===== src/rtl/traffic_pkg.sv =====
`default_nettype none
// +----------------------------------------------------------------------+
// | traffic_pkg: lamp encoding and detector state types shared with      |
// | traffic_signal.                                                      |
// | Rev 1.0                                                              |
// +----------------------------------------------------------------------+
package traffic_pkg;

  typedef enum logic [1:0] {
    GREEN  = 2'b00,
    YELLOW = 2'b01,
    RED    = 2'b10
  } signal_e;

  localparam logic [1:0] c_sig_illegal = 2'b11;

  typedef enum logic [1:0] {
    IDLE    = 2'b00,
    WAITING = 2'b01,
    REQUEST = 2'b10,
    SERVING = 2'b11
  } det_state_e;

endpackage : traffic_pkg
`default_nettype wire


===== src/rtl/sensor_debounce.sv =====
`default_nettype none
// +----------------------------------------------------------------------+
// | sensor_debounce: 2-flop synchronizer, level debounce and one-cycle   |
// | arrival pulse on the debounced rising edge.                          |
// | Rev 1.0                                                              |
// +----------------------------------------------------------------------+
module sensor_debounce #(
  parameter int DEB_CYCLES = 4
) (
  input  logic clk,
  input  logic rst,
  input  logic sensor_raw,
  output logic deb_level,
  output logic arrival
);

  localparam int CW = $clog2(DEB_CYCLES);
  localparam logic [CW-1:0] c_cnt_last = CW'(DEB_CYCLES - 1);

  logic          r_sync1;
  logic          r_sync2;
  logic          r_level;
  logic          r_level_d;
  logic [CW-1:0] r_cnt;

  always_ff @(posedge clk or posedge rst) begin
    if (rst) begin
      r_sync1   <= 1'b0;
      r_sync2   <= 1'b0;
      r_level   <= 1'b0;
      r_level_d <= 1'b0;
      r_cnt     <= '0;
    end else begin
      r_sync1   <= sensor_raw;
      r_sync2   <= r_sync1;
      r_level_d <= r_level;
      // The level flips on the DEB_CYCLES-th consecutive disagreeing sample.
      if (r_sync2 == r_level) begin
        r_cnt <= '0;
      end else if (r_cnt == c_cnt_last) begin
        r_level <= r_sync2;
        r_cnt   <= '0;
      end else begin
        r_cnt <= r_cnt + 1'b1;
      end
    end
  end

  assign deb_level = r_level;
  assign arrival   = r_level & ~r_level_d;

endmodule : sensor_debounce
`default_nettype wire


===== src/rtl/traffic_detector.sv =====
`default_nettype none
// +----------------------------------------------------------------------+
// | traffic_detector: loop-sensor conditioning, stop-line queue tracking |
// | and request generation for traffic_signal.                           |
// | Rev 1.0                                                              |
// +----------------------------------------------------------------------+
module traffic_detector
  import traffic_pkg::*;
#(
  parameter int DEB_CYCLES   = 4,
  parameter int CNT_W        = 4,
  parameter int REQ_THRESH   = 3,
  parameter int WAIT_MAX     = 20,
  parameter int DRAIN_CYCLES = 2
) (
  input  logic             clk,
  input  logic             rst,
  input  logic             sensor_raw,
  input  logic [1:0]       signal,
  output logic             traffic,
  output logic [CNT_W-1:0] queue_count,
  output logic             overflow,
  output logic             fault
);

  localparam int TMR_W = $clog2(WAIT_MAX + 1);
  localparam int DRN_W = $clog2(DRAIN_CYCLES + 1);
  localparam logic [CNT_W-1:0] c_max_q     = '1;
  localparam logic [CNT_W-1:0] c_thresh    = CNT_W'(REQ_THRESH);
  localparam logic [TMR_W-1:0] c_wait_last = TMR_W'(WAIT_MAX - 1);
  localparam logic [DRN_W-1:0] c_drn_last  = DRN_W'(DRAIN_CYCLES - 1);

  logic             w_deb_level;
  logic             w_arrival;
  logic             w_green;
  logic             w_illegal;
  logic             w_inc;
  logic             w_dec;
  logic             w_q_empty;
  logic [CNT_W-1:0] w_q_next;
  det_state_e       r_state;
  det_state_e       w_state_next;
  logic [TMR_W-1:0] r_timer;
  logic [TMR_W-1:0] w_timer_next;
  logic [DRN_W-1:0] r_drain;
  logic [DRN_W-1:0] w_drain_next;
  logic [CNT_W-1:0] r_queue;
  logic             r_overflow;
  logic             r_fault;
  logic             r_traffic;

  sensor_debounce #(
    .DEB_CYCLES (DEB_CYCLES)
  ) u_sensor_debounce (
    .clk        (clk),
    .rst        (rst),
    .sensor_raw (sensor_raw),
    .deb_level  (w_deb_level),
    .arrival    (w_arrival)
  );

  assign w_green   = (signal == GREEN);
  assign w_illegal = (signal == c_sig_illegal);
  assign w_q_empty = (r_queue == '0);
  // Vehicles crossing during GREEN pass straight through and are not queued.
  assign w_inc     = w_arrival & w_deb_level & ~w_green;
  assign w_dec     = w_green & ~w_q_empty & (r_drain == c_drn_last);

  always_comb begin
    w_q_next = r_queue;
    if (w_inc) begin
      if (r_queue != c_max_q) w_q_next = r_queue + 1'b1;
    end else if (w_dec) begin
      w_q_next = r_queue - 1'b1;
    end
  end

  always_comb begin
    w_drain_next = r_drain;
    if (!w_illegal) begin
      if (!w_green || w_q_empty || w_dec) w_drain_next = '0;
      else                                w_drain_next = r_drain + 1'b1;
    end
  end

  always_comb begin
    w_state_next = r_state;
    w_timer_next = r_timer;
    if (!w_illegal) begin
      case (r_state)
        // A non-empty queue in IDLE covers arrivals counted while frozen.
        IDLE: begin
          if (w_inc || !w_q_empty) begin
            w_state_next = WAITING;
            w_timer_next = '0;
          end
        end
        WAITING: begin
          w_timer_next = r_timer + 1'b1;
          if (w_green)                                        w_state_next = SERVING;
          else if (r_queue >= c_thresh || r_timer == c_wait_last) w_state_next = REQUEST;
        end
        REQUEST: begin
          if (w_green) w_state_next = SERVING;
        end
        SERVING: begin
          if (w_q_empty) begin
            w_state_next = IDLE;
          end else if (!w_green) begin
            w_state_next = WAITING;
            w_timer_next = '0;
          end
        end
        default: w_state_next = IDLE;
      endcase
    end
  end

  always_ff @(posedge clk or posedge rst) begin
    if (rst) begin
      r_state    <= IDLE;
      r_timer    <= '0;
      r_drain    <= '0;
      r_queue    <= '0;
      r_overflow <= 1'b0;
      r_fault    <= 1'b0;
      r_traffic  <= 1'b0;
    end else begin
      r_state   <= w_state_next;
      r_timer   <= w_timer_next;
      r_drain   <= w_drain_next;
      r_queue   <= w_q_next;
      r_fault   <= w_illegal;
      r_traffic <= (w_state_next == REQUEST) || (w_state_next == SERVING) || w_illegal;
      if (w_q_next == '0)                 r_overflow <= 1'b0;
      else if (w_inc && r_queue == c_max_q) r_overflow <= 1'b1;
    end
  end

  assign traffic     = r_traffic;
  assign queue_count = r_queue;
  assign overflow    = r_overflow;
  assign fault       = r_fault;

endmodule : traffic_detector
`default_nettype wire


===== config.mk =====
export PLATFORM = sky130hd
export DESIGN_NAME = traffic_detector
export DESIGN_NICKNAME = d
export VERILOG_FILES = /design/src/rtl/traffic_pkg.sv /design/src/rtl/sensor_debounce.sv /design/src/rtl/traffic_detector.sv
export SDC_FILE = /design/constraint.sdc
export NUM_CORES = 1
export LEC_CHECK = 0
export CAP_MARGIN = 10
export CORE_MARGIN = 2
export CORE_UTILIZATION = 45
export CTS_BUF_LIST = sky130_fd_sc_hd__clkbuf_4 sky130_fd_sc_hd__clkbuf_8
export DETAILED_ROUTE_END_ITERATION = 10
export GPL_TIMING_DRIVEN = 0
export PLACE_DENSITY = 0.69
export SETUP_SLACK_MARGIN = 0.3
export SYNTH_ARGS = -nofsm -noshare
export SYNTH_HDL_FRONTEND = slang
export SYNTH_SLANG_ARGS = --single-unit

===== constraint.sdc =====
create_clock -name clk -period 3.1 [get_ports clk]
set_input_delay 0.465 -clock clk [delete_from_list [all_inputs] [get_ports clk]]
set_output_delay 0.465 -clock clk [all_outputs]
set_load 0.02 [all_outputs]

# Word-level counts from Yosys, hierarchy flattened
# Index checks and enable logic that the tools add are counted.
[op_classes]
muxes = 20
bitwise_logic = 10
n_reduce_logical = 17
add_sub_neg = 5
eq_ne = 15
magnitude_cmp = 1
[ops]
columns = ["cell", "n"]
rows = [
  ["2-bit 2-to-1 mux", 10],
  ["5-bit 2-to-1 mux", 3],
  ["5-bit one-hot mux with 3 select lines", 1],
  ["2-bit == test, second input constant", 6],
  ["4-bit 2-to-1 mux", 3],
  ["4-bit zero test", 2],
  ["2-bit one-hot mux with 4 select lines", 1],
  ["1-bit logical OR", 6],
  ["2-bit != test, second input constant", 3],
  ["5-bit by 1-bit adder with 5-bit output, second input constant", 1],
  ["1-bit AND", 5],
  ["5-bit == test, second input constant", 1],
  ["1-bit inverter", 5],
  ["5-bit AND reduction", 1],
  ["2-bit by 1-bit adder with 2-bit output, second input constant", 2],
  ["4-bit by 1-bit adder with 4-bit output, second input constant", 1],
  ["2-bit by 1-bit == test with 1-bit output, second input constant", 2],
  ["4-bit == test, second input constant", 1],
  ["4-bit by 2-bit >= comparator with 1-bit output, second input constant", 1],
  ["2-bit zero test", 2],
  ["4-bit != test, second input constant", 1],
  ["4-bit by 1-bit subtractor with 4-bit output, second input constant", 1],
  ["3-bit nonzero test", 1],
  ["1-bit zero test", 2],
  ["other kinds (5)", 6],
]
[word_totals]
regBits = 22
elab_cells = 80
output_inout_bits = 7
input_bits = 5

# Depth between registers and ports, before layout
[logic_depth]
ltp_word = 11
depth_mapped = 8
ltp_nobuf = 7

# By module
# From an unflattened synthesis, not the netlist that was laid out.
[unflattened]
hier_cells = 126
area_unflattened_um2 = 1248.7
[modules_own_cells]
columns = ["module", "seq_area_each_um2", "cells_per_inst", "n_inst", "area_each_um2"]
rows = [
  ["traffic_detector", 400.4, 113, 1, 1039.7],
  ["sensor_debounce", 150.1, 13, 1, 209.0],
]

# Least setup slack after synthesis
# No wires, ideal clock.
[synth_path]
path_kind = "flip-flop to flip-flop"
start = "reg r_queue[0] (netlist: queue_count[0])"
end = "reg r_overflow (netlist: overflow)"
slack_ps = 1046
required_ps = 2971
synth_period_minus_slack_ps = 2054
stages_incl_launch_ff = 8
path_buffers = 1
arrival_time_ps = 1924
setup_ps = 129
cell_sequence = "dfrtp_1 -> inv_1 -> ha_1 -> or3b_1 -> buf_2 -> a32oi_2 -> xnor2_1 -> o41a_1"
[synth_between]
elab_chain_cells = 8
[synth_rtl]
columns = ["element", "line", "rtl"]
rows = [
  ["start, declared", "traffic_detector.sv:47", "logic [CNT_W-1:0] r_queue;"],
  ["start signal, assigned", "traffic_detector.sv:132", "r_queue <= w_q_next;"],
  ["parallel branches: the longest is 5 deep, another holds 4-bit by 1-bit subtractor with 4-bit output", "--", ""],
  ["4-bit 2-to-1 mux (*)", "traffic_detector.sv:71", "if (w_inc) begin"],
  ["net w_q_next[0]", "traffic_detector.sv:40", "logic [CNT_W-1:0] w_q_next;"],
  ["4-bit zero test (*)", "traffic_detector.sv:135", "if (w_q_next == '0) r_overflow <= 1'b0;"],
  ["1-bit 2-to-1 mux / 2-bit nonzero test (equally long branches)", "--", ""],
  ["end signal, assigned", "traffic_detector.sv:125", "r_overflow <= 1'b0;"],
  ["end signal, assigned", "traffic_detector.sv:135", ""],
  ["end signal, assigned", "traffic_detector.sv:136", "else if (w_inc && r_queue == c_max_q) r_overflow <= 1'b1;"],
  ["end, declared", "traffic_detector.sv:48", "logic r_overflow;"],
]
# Mark *: on every way through the listed nets, which the timed path passes.
# A chain may end at the register's enable or synchronous reset.

# Worst setup path in the final report
[layout_path]
start = "in signal[1]"
end = "reg r_timer[4]"
[layout_between]
elab_chain_cells = 6
[layout_rtl]
columns = ["element", "line", "rtl"]
rows = [
  ["start, declared", "traffic_detector.sv:19", "input logic [1:0] signal,"],
  ["2-bit zero test", "traffic_detector.sv:62", "assign w_green = (signal == GREEN);"],
  ["1-bit inverter", "traffic_detector.sv:66", "assign w_inc = w_arrival & w_deb_level & ~w_green;"],
  ["1-bit AND", "traffic_detector.sv:66", ""],
  ["1-bit logical OR", "traffic_detector.sv:93", "if (w_inc || !w_q_empty) begin"],
  ["2-bit != test (no source line)", "--", ""],
  ["5-bit AND reduction (no source line) (*)", "--", ""],
  ["end signal, assigned", "traffic_detector.sv:130", "r_timer <= w_timer_next;"],
  ["end, declared", "traffic_detector.sv:43", "logic [TMR_W-1:0] r_timer;"],
]
# Mark *: on every way between the ends. The rest lies on a longest branch, timed or not.

==> summary.txt <==
Clock tree
  • Clock tree sinks: 22
  • Clock tree from TritonCTS: built
  • Worst-case clock buffer depth: 2
  • Clk Tree Root Cell: clkbuf_4
  • H-tree level count: 1
  • Clock-pin slew on the worst setup and hold paths: 0.12 ns
  • Count of hold buffers inserted by post-cts repair: 0
  • Number of instances resized during post-cts repair: 0
  • Number of CTS-inserted buffers: 3
  • Clk_lat worst skew: 0.31 ns
  • Post CTS Setup Buffer Count: 0

Route
  • Wl on met1: 1030 um
  • Top metal layer carrying routed signals: met4
  • Number of violations reported at the end of detailed-routing iteration 0: 27
  • Post-detailed-route via-to-cell ratio: approximately 5.9
  • Met2 WL post-DR: between 1000 and 1500 um
  • Met3 WL: 134 um
  • Wire per inst: between 10 and 15 um
  • Number of remaining DRC errors: 0
  • Post-detailed-route count of antenna-violating nets: 0
  • Wire length after detailed routing: around 2300 um
  • Vias: between 900 and 1000
  • TritonRoute pass-1 iters: 4

Worst setup path
  • Master of the slowest instance on the critical path: clkdlybuf4s50_1
  • Cell-by-cell trace of the critical path: clkdlybuf4s50_1 -> or2_2 -> clkbuf_1 -> a21oi_1 -> o21a_1 -> or2_2 -> a22o_1
  • Reg2reg start: queue_count[0]
  • Count of cell instances traversed by the critical path: 7
  • Required @ worst endpoint: between 3 and 4 ns
  • Startpoint type of the worst setup path: input port
  • Critical Path Most Common Cell: or2_2
  • Buffers and inverters on the worst path: 2
  • Cell family with the largest share of critical-path delay: buffers and inverters
  • Internal reg-to-reg setup slack: 0.98 ns
  • CP endpoint kind: flip-flop
  • Capture point of the worst path: r_timer[4]
  • Register-to-Register Path Depth: 7
  • Type of the setup path with the least slack: in2reg
  • Maximum net fanout on the critical path: 8
  • Peak per-stage delay on the critical path: between 0.5 and 0.6 ns
  • Arrival time of data at the critical path endpoint: ~2.4 ns
  • Critical path launch point: signal[1]
  • Worst reg2reg endpoint: overflow

Die
  • Number of core rows: 18
  • Overall die area: just over 3000 um^2
  • Core region area: approximately 2500 um^2
  • Starting Density: about 48%
  • Count of boundary I/O pins: 12
  • Die height: 55.2 um
  • Die width: around 55 um

STA
  • Final clock period utilization by the worst path: a little under three quarters
  • Fmax: about 450 MHz
  • Final setup vio count: 0
  • Worst hold margin: ~0.37 ns
  • Final slew viol count: 0
  • Number of endpoints with negative hold slack in the final report: 0
  • Setup slack of the critical path after layout: about 0.88 ns
  • Worst Clk Skew: about 0.0022 ns
  • Least-Margin Pin Slew: 0.812 ns
  • Total negative setup slack: 0 ns
  • Setup repair after global routing missed its margin: false
  • Final critical delay including setup and external delays: ~2.2 ns
  • Worst slew margin relative to its limit: 45.8%

Synthesis
  • Area fraction in compound gates after synthesis: approximately a fifth
  • Mean instance size in the synthesized netlist: 10.2 um^2
  • Total of flip-flops plus latches after synthesis: 22
  • Post-Synthesis Cell Area: between 1000 and 1500 um^2
  • Mux share of post-synthesis cell area: less than 1%
  • Simple-gate share of the synthesized area: about 17%
  • Combinational family with the most area after synthesis: compound AO/OA/AOI/OAI gates
  • Share of the synthesized netlist area taken by xor and xnor gates: under 10%
  • Async set-or-reset flop fraction in the synthesized netlist: between 90% and 100%
  • Number of synthesis warnings: 0
  • Primary flip-flop cell chosen by synthesis mapping: dfrtp_1
  • Synthesized netlist net count: approximately 130
  • Fraction of the yosys area taken by sequential cells: between 40% and 50%
  • Unique masters post-synth: 39
  • Cell count after synthesis: ~120
  • EDFF count, synth: 0
  • Fraction of the mapped netlist area in adder cells: slightly above 8%

Pwr
  • Clock group share of total power: between 15 and 20%
  • Sequential group share of total power: a little under two fifths
  • Share of total power in combinational logic: ~46%
  • Power Internal: roughly 0.78 mW
  • Proportion of total power due to net switching: 39.0%
  • Peak supply drop: around 0.00057 V
  • Power per standard cell area: 931 nW/um^2
  • Net switching power figure: around 0.50 mW
  • Static power due to leakage: slightly below 0.6 nW

GRT
  • Wire length of the first global-routing pass: ~3800 um
  • GRT overflow: 0
  • Pin count of the biggest net entering global routing: 23
  • Total Routing Usage GR: around 18%
  • Number of global-route vias before repair: approximately 840
  • Antenna violations before repair: 0

Layout
  • Antenna Cells: 0
  • Footprint of the multi-input gates: roughly 570 um^2
  • Leading cell types in the layout, fill and taps excluded: dfrtp_1, nand2_1, clkdlybuf4s50_1
  • Area overhead of the layout relative to synthesis: 17.0%
  • Most common cell after layout, fill and taps aside: dfrtp_1
  • Nets@finish: ~140
  • Layout fillers: between 200 and 250
  • Register area: roughly 550 um^2
  • Ratio of cells with drive above 1 in the final layout: under 10%

Min path
  • Number of cells on the worst hold path: 0
  • HP Class: reg2reg

Placement
  • # port buffers: 11
  • Post-DP HPWL: roughly 1700 um
  • Weighted congestion at the end of routability-driven global placement: between 0.9 and 1
  • Setup WS pre-CTS: between 0.5 and 0.6 ns

Job
  • Number of max-cap violations: 0

Run status
  • Status: completed
==> worst min path at each step <==
stage,startpoint,endpoint,slack (ns)
6_report,u_sensor_debounce.r_sync1,u_sensor_debounce.r_sync2,0.37
5_1_grt,u_sensor_debounce.r_sync1,u_sensor_debounce.r_sync2,0.39
4_1_cts,u_sensor_debounce.r_sync1,u_sensor_debounce.r_sync2,0.37
3_5_place_dp,u_sensor_debounce.r_sync1,u_sensor_debounce.r_sync2,0.34
3_3_place_gp,u_sensor_debounce.r_sync1,u_sensor_debounce.r_sync2,0.33
2_1_floorplan,u_sensor_debounce.r_sync1,u_sensor_debounce.r_sync2,0.33
==> power by group through the flow <==
stage                     combinational, mW  clock (mW)  sequential, mW
after global placement                0.576           0           0.476
after floorplan                       0.373           0           0.507
final                                 0.594       0.219           0.471
after CTS                             0.594       0.224           0.472
after detailed placement              0.590           0           0.478
after global routing                  0.671       0.235           0.485
==> cell type report <==
type,count,area share (%)
Inverter,7,1.91
Tap cell,30,2.72
Multi-Input combinational cell,82,41.7
Clock buffer,3,1.63
Buffer,5,2.00
Timing Repair Buffer,11,7.99
Clock inverter,1,2.18
Sequential cell,22,39.9
==> through the flow <==
stage / power, mW / std cells / area [um^2] / util, %
3_5_place_dp: 1.07 / 157 / 1330 / 53.5
4_1_cts: 1.29 / 161 / 1380 / 55.7
2_1_floorplan: 0.880 / 116 / 1180 / -
6_report: 1.28 / 161 / 1380 / 55.7
3_3_place_gp: 1.05 / 157 / 1330 / 53.5
5_1_grt: 1.39 / 161 / 1380 / 55.7
==> worst register-to-register path, stage by stage, from the launching register on <==
cell,delay (ns)
dfrtp_1,0.49
inv_1,0.12
ha_1,0.16
or3b_1,0.33
buf_2,0.16
a32oi_2,0.21
xnor2_1,0.12
o41a_1,0.43
==> flip-flops by register name, indices dropped and copies added (netlist names) <==
signal,cells
overflow,1
u_sensor_debounce.r_cnt,2
u_sensor_debounce.r_sync1,1
r_state,2
r_timer,5
u_sensor_debounce.r_level_d,1
u_sensor_debounce.r_sync2,1
u_sensor_debounce.deb_level,1
fault,1
r_drain,2
traffic,1
queue_count,4
==> kinds of logic after synthesis <==
logic type      after synthesis
compound gates               34
fa+ha+maj                     8
buf+inv                      12
simple gates                 37
xor+xnor                      2
mux                           1
flops                        22
==> routing by layer <==
metal  vias to the layer above  track usage [%]
li1                        465                -
met3                         2             5.65
met1                       451             23.1
met2                        32             28.8
met4                         0             2.85
met5                         -                0
==> cells in the mapped netlist, drive strengths merged, types with 3 or more instances <==
cell type	number	area share, %
dfrtp	22	47
nand2	11	3.5
o21ai	9	3.8
inv	7	2.2
ha	6	6.4
nand3	4	1.7
nor2	4	1.3
a21o	3	1.9
a22o	3	2.2
clkbuf	3	0.96
nand4	3	1.6
o41ai	3	2.2
or2	3	1.6
(Power assumes the default switching activity.)
